===== config.mk =====
export PLATFORM = sky130hd
export DESIGN_NAME = adc_idelay_tap_ctrl_flat
export DESIGN_NICKNAME = d
export VERILOG_FILES = /design/src/rtl/adc_idelay_pkg.sv /design/src/rtl/adc_idelay_tap_ctrl_if.sv /design/src/rtl/adc_idelay_tap_bank.sv /design/src/rtl/adc_idelay_tap_ctrl.sv /design/src/flat_wrapper.sv
export SDC_FILE = /design/constraint.sdc
export NUM_CORES = 1
export LEC_CHECK = 0
export CORE_ASPECT_RATIO = 0.8
export CORE_MARGIN = 5
export CORE_UTILIZATION = 40
export CTS_BUF_LIST = sky130_fd_sc_hd__clkbuf_16
export DETAILED_ROUTE_END_ITERATION = 10
export DONT_BUFFER_PORTS = 1
export PLACE_DENSITY = 0.54
export SLEW_MARGIN = 20
export SYNTH_ARGS = -nofsm -noshare
export SYNTH_HDL_FRONTEND = slang
export SYNTH_SLANG_ARGS = --single-unit

===== constraint.sdc =====
create_clock -name aclk -period 4.9 [get_ports aclk]
set_input_delay 0.49 -clock aclk [delete_from_list [all_inputs] [get_ports aclk]]
set_output_delay 0.49 -clock aclk [all_outputs]
set_load 0.005 [all_outputs]

===== src/rtl/adc_idelay_pkg.sv =====
// adc_idelay_pkg: shared types and defaults for the IDELAYE2 tap controller.
// Holds the FSM state encoding and lane/tap width defaults.
package adc_idelay_pkg;

  localparam int LANES_DEF = 28;
  localparam int TAP_W_DEF = 5;
  localparam int LANE_W    = 5;

  typedef enum logic [2:0] {
    IDLE,
    WAIT_RDY,
    STEP,
    SETTLE,
    LOAD,
    CHECK,
    DONE
  } state_t;

endpackage


===== src/rtl/adc_idelay_tap_ctrl_if.sv =====
// adc_idelay_tap_ctrl_if: command handshake bundle for the tap controller.
// The master issues lane/tap moves or a global reload; the slave accepts.
interface adc_idelay_tap_ctrl_if
  import adc_idelay_pkg::*;
#(
  parameter int TAP_W = TAP_W_DEF
);

  logic              cmd_valid;
  logic              cmd_ready;
  logic              cmd_load;
  logic [LANE_W-1:0] cmd_lane;
  logic [TAP_W-1:0]  cmd_tap;

  modport master (
    output cmd_valid,
    output cmd_load,
    output cmd_lane,
    output cmd_tap,
    input  cmd_ready
  );

  modport slave (
    input  cmd_valid,
    input  cmd_load,
    input  cmd_lane,
    input  cmd_tap,
    output cmd_ready
  );

endinterface


===== src/rtl/adc_idelay_tap_bank.sv =====
// adc_idelay_tap_bank: per-lane tracked tap registers.
// Decodes a single step request into one-hot CE/INC for the selected lane.
module adc_idelay_tap_bank
  import adc_idelay_pkg::*;
#(
  parameter int LANES    = LANES_DEF,
  parameter int TAP_W    = TAP_W_DEF,
  parameter int INIT_TAP = 4
) (
  input  logic                   clk,
  input  logic                   rst,
  input  logic                   step,
  input  logic                   up,
  input  logic                   load,
  input  logic [LANE_W-1:0]      lane,
  output logic [LANES-1:0]       ce,
  output logic [LANES-1:0]       inc,
  output logic [LANES*TAP_W-1:0] tap_flat,
  output logic [TAP_W-1:0]       sel_tap
);

  logic [TAP_W-1:0] tap [LANES];

  always_comb begin
    ce      = '0;
    inc     = '0;
    sel_tap = '0;
    for (int i = 0; i < LANES; i++) begin
      if (lane == LANE_W'(i)) begin
        ce[i]   = step;
        inc[i]  = step & up;
        sel_tap = tap[i];
      end
    end
  end

  always_ff @(posedge clk) begin
    if (rst || load) begin
      for (int i = 0; i < LANES; i++)
        tap[i] <= TAP_W'(INIT_TAP);
    end else begin
      for (int i = 0; i < LANES; i++)
        if (ce[i])
          tap[i] <= inc[i] ? tap[i] + 1'b1
                           : tap[i] - 1'b1;
    end
  end

  for (genvar g = 0; g < LANES; g++) begin : g_flat
    assign tap_flat[g*TAP_W +: TAP_W] = tap[g];
  end

endmodule


===== src/rtl/adc_idelay_tap_ctrl.sv =====
// adc_idelay_tap_ctrl: walks one IDELAYE2 lane to a target tap, one CE per
// settle window. Define ADC_IDLY_READBACK_EN to verify CNTVALUEOUT in CHECK.
module adc_idelay_tap_ctrl
  import adc_idelay_pkg::*;
#(
  parameter int LANES      = LANES_DEF,
  parameter int TAP_W      = TAP_W_DEF,
  parameter int INIT_TAP   = 4,
  parameter int SETTLE_CYC = 4
) (
  input  logic                   aclk,
  input  logic                   areset,
  input  logic                   idly_rdy,
  adc_idelay_tap_ctrl_if.slave   cmd,
  input  logic                   err_clr,
  output logic [LANES-1:0]       idly_ce,
  output logic [LANES-1:0]       idly_inc,
  output logic [LANES-1:0]       idly_rst,
  output logic [LANES*TAP_W-1:0] tap_cur,
  output logic                   busy,
  output logic                   done,
  output logic                   err,
  input  logic [LANES*TAP_W-1:0] idly_cnt
);

  localparam int SC_W =
    (SETTLE_CYC > 1) ? $clog2(SETTLE_CYC) : 1;

  state_t            state, nxt;
  logic [LANE_W-1:0] lane_q;
  logic [TAP_W-1:0]  tgt_q;
  logic [TAP_W-1:0]  sel_tap;
  logic [SC_W-1:0]   cnt;
  logic              accept;
  logic              last;
  logic              step;
  logic              up;
  logic              load;
  logic              set_err;
  logic              cnt_bad;
  logic              ready;

  assign cmd.cmd_ready = ready;
  assign accept = cmd.cmd_valid & ready;
  assign last   = cnt == SC_W'(SETTLE_CYC - 1);

`ifdef ADC_IDLY_READBACK_EN
  logic [TAP_W-1:0] cnt_sel;

  always_comb begin
    cnt_sel = '0;
    for (int i = 0; i < LANES; i++)
      if (lane_q == LANE_W'(i))
        cnt_sel = idly_cnt[i*TAP_W +: TAP_W];
  end

  assign cnt_bad = cnt_sel != sel_tap;
`else
  logic cnt_unused;
  assign cnt_unused = ^idly_cnt;
  assign cnt_bad    = 1'b0;
`endif

  always_ff @(posedge aclk) begin
    if (areset) begin
      state  <= IDLE;
      lane_q <= '0;
      tgt_q  <= '0;
      cnt    <= '0;
      err    <= 1'b0;
    end else begin
      state <= nxt;
      if (accept) begin
        lane_q <= cmd.cmd_lane;
        tgt_q  <= cmd.cmd_tap;
      end
      cnt <= (state == SETTLE) ? cnt + 1'b1 : '0;
      if (set_err)
        err <= 1'b1;
      else if (err_clr)
        err <= 1'b0;
    end
  end

  always_comb begin
    nxt     = state;
    ready   = 1'b0;
    step    = 1'b0;
    up      = 1'b0;
    load    = 1'b0;
    set_err = 1'b0;
    done    = 1'b0;
    busy    = state != IDLE;
    unique case (state)
      IDLE: begin
        ready = idly_rdy;
        if (accept) begin
          if (cmd.cmd_load) begin
            nxt = LOAD;
          end else if (int'(cmd.cmd_lane) >= LANES) begin
            set_err = 1'b1;
            nxt     = DONE;
          end else begin
            nxt = STEP;
          end
        end
      end
      WAIT_RDY: begin
        if (idly_rdy)
          nxt = STEP;
      end
      STEP: begin
        if (!idly_rdy) begin
          nxt = WAIT_RDY;
        end else if (tgt_q != sel_tap) begin
          step = 1'b1;
          up   = tgt_q > sel_tap;
          nxt  = SETTLE;
        end else begin
          nxt = CHECK;
        end
      end
      SETTLE: begin
        if (!idly_rdy)
          nxt = WAIT_RDY;
        else if (last)
          nxt = STEP;
      end
      LOAD: begin
        load = 1'b1;
        nxt  = DONE;
      end
      CHECK: begin
        set_err = cnt_bad;
        nxt     = DONE;
      end
      DONE: begin
        done = 1'b1;
        nxt  = IDLE;
      end
      default: nxt = IDLE;
    endcase
  end

  assign idly_rst = {LANES{load}};

  adc_idelay_tap_bank #(
    .LANES    (LANES),
    .TAP_W    (TAP_W),
    .INIT_TAP (INIT_TAP)
  ) u_bank (
    .clk      (aclk),
    .rst      (areset),
    .step     (step),
    .up       (up),
    .load     (load),
    .lane     (lane_q),
    .ce       (idly_ce),
    .inc      (idly_inc),
    .tap_flat (tap_cur),
    .sel_tap  (sel_tap)
  );

endmodule


===== src/flat_wrapper.sv =====
// flat-port wrapper written by rule: the top's interface ports become plain ports
module adc_idelay_tap_ctrl_flat import adc_idelay_pkg::*;
#(
  parameter int LANES      = LANES_DEF,
  parameter int TAP_W      = TAP_W_DEF,
  parameter int INIT_TAP   = 4,
  parameter int SETTLE_CYC = 4
)
  (aclk, areset, idly_rdy, err_clr, idly_ce, idly_inc, idly_rst, tap_cur, busy, done, err, idly_cnt, cmd_cmd_valid, cmd_cmd_load, cmd_cmd_lane, cmd_cmd_tap, cmd_cmd_ready);
  adc_idelay_tap_ctrl_if #(.TAP_W(TAP_W)) cmd_i ();
  input  logic aclk;
  input  logic areset;
  input  logic idly_rdy;
  input  logic err_clr;
  output logic [LANES-1:0] idly_ce;
  output logic [LANES-1:0] idly_inc;
  output logic [LANES-1:0] idly_rst;
  output logic [LANES*TAP_W-1:0] tap_cur;
  output logic busy;
  output logic done;
  output logic err;
  input  logic [LANES*TAP_W-1:0] idly_cnt;
  input wire logic [$bits(cmd_i.cmd_valid)-1:0] cmd_cmd_valid;
  input wire logic [$bits(cmd_i.cmd_load)-1:0] cmd_cmd_load;
  input wire logic [$bits(cmd_i.cmd_lane)-1:0] cmd_cmd_lane;
  input wire logic [$bits(cmd_i.cmd_tap)-1:0] cmd_cmd_tap;
  output wire logic [$bits(cmd_i.cmd_ready)-1:0] cmd_cmd_ready;
  assign cmd_i.cmd_valid = cmd_cmd_valid;
  assign cmd_i.cmd_load = cmd_cmd_load;
  assign cmd_i.cmd_lane = cmd_cmd_lane;
  assign cmd_i.cmd_tap = cmd_cmd_tap;
  assign cmd_cmd_ready = cmd_i.cmd_ready;
  adc_idelay_tap_ctrl #(.LANES(LANES), .TAP_W(TAP_W), .INIT_TAP(INIT_TAP), .SETTLE_CYC(SETTLE_CYC)) u_core (.aclk(aclk), .areset(areset), .idly_rdy(idly_rdy), .cmd(cmd_i), .err_clr(err_clr), .idly_ce(idly_ce), .idly_inc(idly_inc), .idly_rst(idly_rst), .tap_cur(tap_cur), .busy(busy), .done(done), .err(err), .idly_cnt(idly_cnt));
endmodule

* Yosys cells after proc, flatten, opt, wreduce, memory -nomap -nowiden
Memory sizes are Yosys's and may differ from the RTL's.
Index checks and enable logic that the tools add are counted.
** Operators by class
- Add/subtract/negate cells :: 57
- Order comparisons :: 2
- Eq/ne operators :: 38
- Muxes and demuxes :: 250
- Bitwise gates (word level) :: 31
- Reduce and logical (&&, ||, !) cells :: 8
** Operator list (number)
- 2-to-1 mux 5 bit :: 84
- 2-to-1 mux 1 bit :: 157
- adder 5 x 1 -> 5 bit, second input constant :: 28
- subtractor 5 x 1 -> 5 bit, second input constant :: 28
- equality test 5 bit, second input constant :: 12
- equality test 5 x 4 -> 1 bit, second input constant :: 8
- bitwise OR 1 bit :: 28
- 2-to-1 mux 3 bit :: 8
- equality test 5 x 3 -> 1 bit, second input constant :: 4
- one-hot mux 3 bit (5 select lines) :: 1
- equality test 5 x 2 -> 1 bit, second input constant :: 2
- equality test 3 bit, second input constant :: 3
- equality test 3 x 2 -> 1 bit, second input constant :: 2
- equality test 5 x 1 -> 1 bit, second input constant :: 1
- greater-or-equal comparator 5 bit, second input constant :: 1
- greater-than comparator 5 bit :: 1
- logical NOT 5 bit :: 1
- inequality test 5 bit :: 1
- OR reduction 2 bit :: 2
- equality test 3 x 1 -> 1 bit, second input constant :: 1
- logical NOT 3 bit :: 1
- inequality test 3 x 2 -> 1 bit, second input constant :: 1
- AND reduction 3 bit :: 1
- nonzero test 3 bit :: 1
- 8 further kinds :: 9
** Word-level totals
- Flip-flop bits (word level) :: 16
- Bits in writable memories :: 140
- Input bits :: 156
- Output and inout bits :: 228
- Logic and storage cells :: 392
- Memories kept :: 1
** Memory list
- u_core.u_bank.tap :: depth 28, bits a word 5, read ports 28, clocked after memory_dff 0, write ports 28, RTL line adc_idelay_tap_bank.sv:22 : logic [TAP_W-1:0] tap [LANES];

* Logic depth before layout (Yosys ltp)
- Depth after elaboration :: 38
- Mapped depth :: 25
- Gate-level depth less buffers :: 20

* Hierarchy
Synthesis repeated with hierarchy kept, for this count alone.
** Unflattened totals
- Cells, all modules :: 1232
- Area total of the unflattened synthesis :: 11900.2 um2
** By module, submodules not included
- adc_idelay_tap_bank :: instances 1, cells an instance 1110, area an instance 10861.7 um2, sequential area each 4204.0 um2
- adc_idelay_tap_ctrl :: instances 1, cells an instance 122, area an instance 1038.5 um2, sequential area each 320.3 um2

* Worst setup path after synthesis
OpenSTA, ideal clock, no wires.
- Kind :: flip-flop to flip-flop
- From :: register u_core.lane_q[3]
- To :: memory u_core.u_bank.tap[0][69] (netlist bit), data pin
- Setup time :: 0.254 ns
- Arrival :: 4.439 ns
- Required time :: 4.646 ns
- Path slack :: 0.207 ns
- Stages on the path, launching flop included :: 21
- Buffers on the path :: 3
- Clock period less this slack :: 4.693 ns
- Path through :: dfxtp_1 buf_4 or3b_4 a2111oi_2 or3_1 nor3_1 o41a_1 o32ai_2 ha_1 and3_1 a311o_1 buf_2 buf_2 nor2_1 nand2_1 fa_1 a21o_1 a21oi_1 xnor2_1 xnor2_1 nor2_1
** RTL lines
- start: declaration :: RTL line adc_idelay_tap_ctrl.sv:30 : logic [LANE_W-1:0] lane_q;
- start signal: assignment :: RTL line adc_idelay_tap_ctrl.sv:74 : lane_q <= cmd.cmd_lane;
- end: declaration :: RTL line adc_idelay_tap_bank.sv:22

==> results by group <==
Pwr
  • Worst vdd ir: roughly 240 uV
  • Leakage: approximately 7.0 nW
  • Pwr/cell area: just under 300 mW/mm2

Clock tree
  • CTS Root Cell: clkbuf_16
  • Clock sink total: 156
  • CTS tree: done
  • Clock latency at the later pin of the worst-skew pair: ~0.43 ns
  • Total CTS buffers: 17
  • CTS clk-pin slew, worst paths: ~0.070 ns
  • Longest Clk Path Bufs: 2
  • CTS Hold Bufs: 0
  • H-tree depth: 4

Drt
  • DRC errors left: 0
  • Vias/cell: roughly 5.4
  • Detailed Routing Iterations Pass 1: 5
  • Via Count: ~11000
  • Post-route ant nets: 0
  • Routed WL per cell: about 21 um
  • DR iter-0 viols: approximately 770
  • Total wire length: 43840 um

GRT
  • Grt total ovfl: 0
  • Initial antenna violation count: 0
  • Vias in the first global route: between 10000 and 15000
  • Largest net degree at the start of global routing: 34
  • Total GRT Usage: between 20 and 25%
  • Global-route wire length before repair: 65470 um

Placement
  • Worst slack, placed: -0.3452 ns
  • GP Congestion: 0.9187
  • # port buffers: 0
  • Post-DP Area: ~0.015 mm2
  • Final HPWL DP: ~35000 um

Floorplan
  • Num rows: 57
  • Die area: 0.03456 mm2
  • Die Ht: roughly 170 um
  • DIE WIDTH: 206.6 um
  • Initial Utilization: 40.62%
  • Core area: between 0.03 and 0.04 mm2
  • # IOs: between 300 and 400

STA
  • Worst Clk Skew: between 0.015 and 0.02 ns
  • Max Freq: ~0.21 GHz
  • Slew Viols, Final: 0
  • Period utilisation layout: between 90% and 100%
  • Fin worst setup slack: 0.09552 ns
  • Minimum clock period after layout: about 4.8 ns
  • Setup-failing EPs final: 0
  • RSZ-0062 raised after global routing: true
  • Slew @ Worst Pin: roughly 0.75 ns
  • Hold_ws: 0.1193 ns
  • Relative slew slack: approximately half
  • Final Hold Viols: 0
  • Setup TNS: 0 ns

Finish
  • Design Area, Final: between 0.015 and 0.02 mm2
  • Share of cells above drive strength 1: a little over a third
  • Area growth, synth to finish: 34.35%
  • Final Net Count: 1924
  • Final Core Density: a little over half
  • Most common cell after layout, fill and taps aside: buf_4
  • N_diodes: 0
  • Commonest non-fill, non-tap cells in the layout: buf_4 (380), nor2_1 (150), edfxtp_1 (140)

Worst setup path
  • CP Capture Type: flop
  • Critical Path Start Type: flop
  • Crit path cell chain: buf_12 > inv_1 > nor2_1 > buf_4 > a221oi_1 > o22a_1 > nor4_4 > buf_4 > o21ai_1 > ha_1 > a311o_2 > buf_12 > clkbuf_16 > nor2_4 > nand2_1 > buf_4 > ha_4 > a21o_1 > a21oi_2 > xnor2_1 > xnor2_1 > nor2_1
  • Critical Path AT: approximately 5.0 ns
  • Slowest stage cell on the critical path: a311o_2
  • Cell mode on critical path: buf_4
  • Critical path class: reg -> reg
  • Critical Path RT: 5.08 ns
  • Max Fanout on Critical Path: 20
  • CP max stage delay: roughly 0.50 ns

Logic synthesis
  • Count of synthesis-stage warnings from yosys: 0
  • Syn Nets: between 1500 and 2000
  • Netlist cell types: between 70 and 80
  • Synth Flop Type: edfxtp_1
  • Post-Syn Instances: approximately 1300
  • Mapped Avg Cell Area: 9.371 um2
  • #FFs+latches synth: approximately 160
  • EDFF count, synth: 140
  • Post-synth design cell area: 0.01237 mm2
  • Seq/Total Area, Yosys: 36.58%
  • Asr flop ratio synth: 0%

Status
  • Status: complete, no violations

Min path
  • Hold WC Path Type: in -> reg

Flow run
  • Maxcap violations: 0
[critical path, delay by kind of cell, from the launching register on]
| family | cells | cell delay, ns |
|---|---|---|
| simple gates | 5 | 0.42 |
| flops | 1 | 0.34 |
| buf+inv | 7 | 1.27 |
| compound gates | 6 | 1.64 |
| xor+xnor | 2 | 0.30 |
| fa+ha+maj | 2 | 0.55 |
[Yosys cell counts, types with 5 or more instances]
master,number,area (um2)
buf_4,34,255.2
a21o_1,49,367.9
ha_1,99,1239
xor2_1,39,341.6
nand3_1,51,255.2
a21oi_1,86,430.4
edfxtp_1,140,4204
and3_1,10,62.56
nor3_1,8,40.04
a211oi_1,7,52.55
and2_1,12,75.07
nand2_1,102,382.9
o21a_1,7,52.55
or3_1,10,62.56
nor3_2,8,80.08
inv_1,76,285.3
fa_1,28,560.5
o21ai_0,61,305.3
nand2b_1,19,118.9
xnor2_1,73,639.4
clkbuf_1,29,108.9
o22ai_1,14,87.58
nor2_1,166,623.1
buf_2,31,155.2
nor4_1,6,37.54
a31oi_1,5,31.28
a22oi_1,8,60.06
nor2b_1,15,93.84
dfxtp_1,16,320.3
mux2i_1,20,200.2
[flip-flops by register name, indices dropped and copies added (netlist names)]
register,flops
u_core.tgt_q,5
u_core.state,3
u_core.err,1
u_core.cnt,2
u_core.u_bank.tap,140
u_core.lane_q,5
[per-layer routing]
layer	global-route usage, %	wire length (um)	vias to the layer above	part of all wire, %
li1	-	-	5295	-
met5	0	0	-	0
met1	35.52	19610	5478	45
met2	36.16	19140	438	44
met3	7.657	4371	45	10
met4	5.292	726	0	1.7
[timing repair]
item | in CTS | in global routing
gates cloned | 0 | 1
setup endpoints to repair | 73 | 65
buffers inserted | 4 | 16
pin swaps | 11 | 54
gates resized for setup | 59 | 116
[through the flow]
stage | std cells | power [W]
floorplan | 1320 | 0.002776
global placement | 2014 | 0.003382
detailed placement | 2014 | 0.003416
CTS | 2050 | 0.004736
global route | 2067 | 0.005060
finish | 2067 | 0.004820
[cell families after synthesis]
| kind of cell | after synthesis | synth area share [%] |
|---|---|---|
| compound gates | 291 | 15.34 |
| fa+ha+maj | 127 | 14.55 |
| simple gates | 438 | 17.06 |
| buf+inv | 174 | 6.747 |
| mux | 22 | 1.800 |
| flops | 156 | 36.58 |
| xor+xnor | 112 | 7.930 |
[final timing paths]
path	startpoint	end	slack, ns	cells after the start
worst max register to register	u_core.lane_q[0]	u_core.u_bank.tap[0][54]	0.1	22
worst min-delay path	areset	u_core.lane_q[4]	0.12	1
worst max-delay path	u_core.lane_q[0]	u_core.u_bank.tap[0][54]	0.1	22
worst min register to register	u_core.cnt[0]	u_core.cnt[0]	0.44	1
[area by class of cell]
cell class	count	area (um2)
sequential	156	4541
clock buffer	17	425.4
inverter	76	291.5
clock inverter	15	125.1
tap	413	516.7
fill	2804	13830
timing repair buffer	400	3139
multi-input combinational	990	7580
[power breakdown]
part | switching (W) | internal (W) | total (W)
clock | 0.000581 | 0.000699 | 0.00128
combinational | 0.000856 | 0.000783 | 0.00164
sequential | 0.000257 | 0.00164 | 0.00190
(Power assumes the default switching activity.)
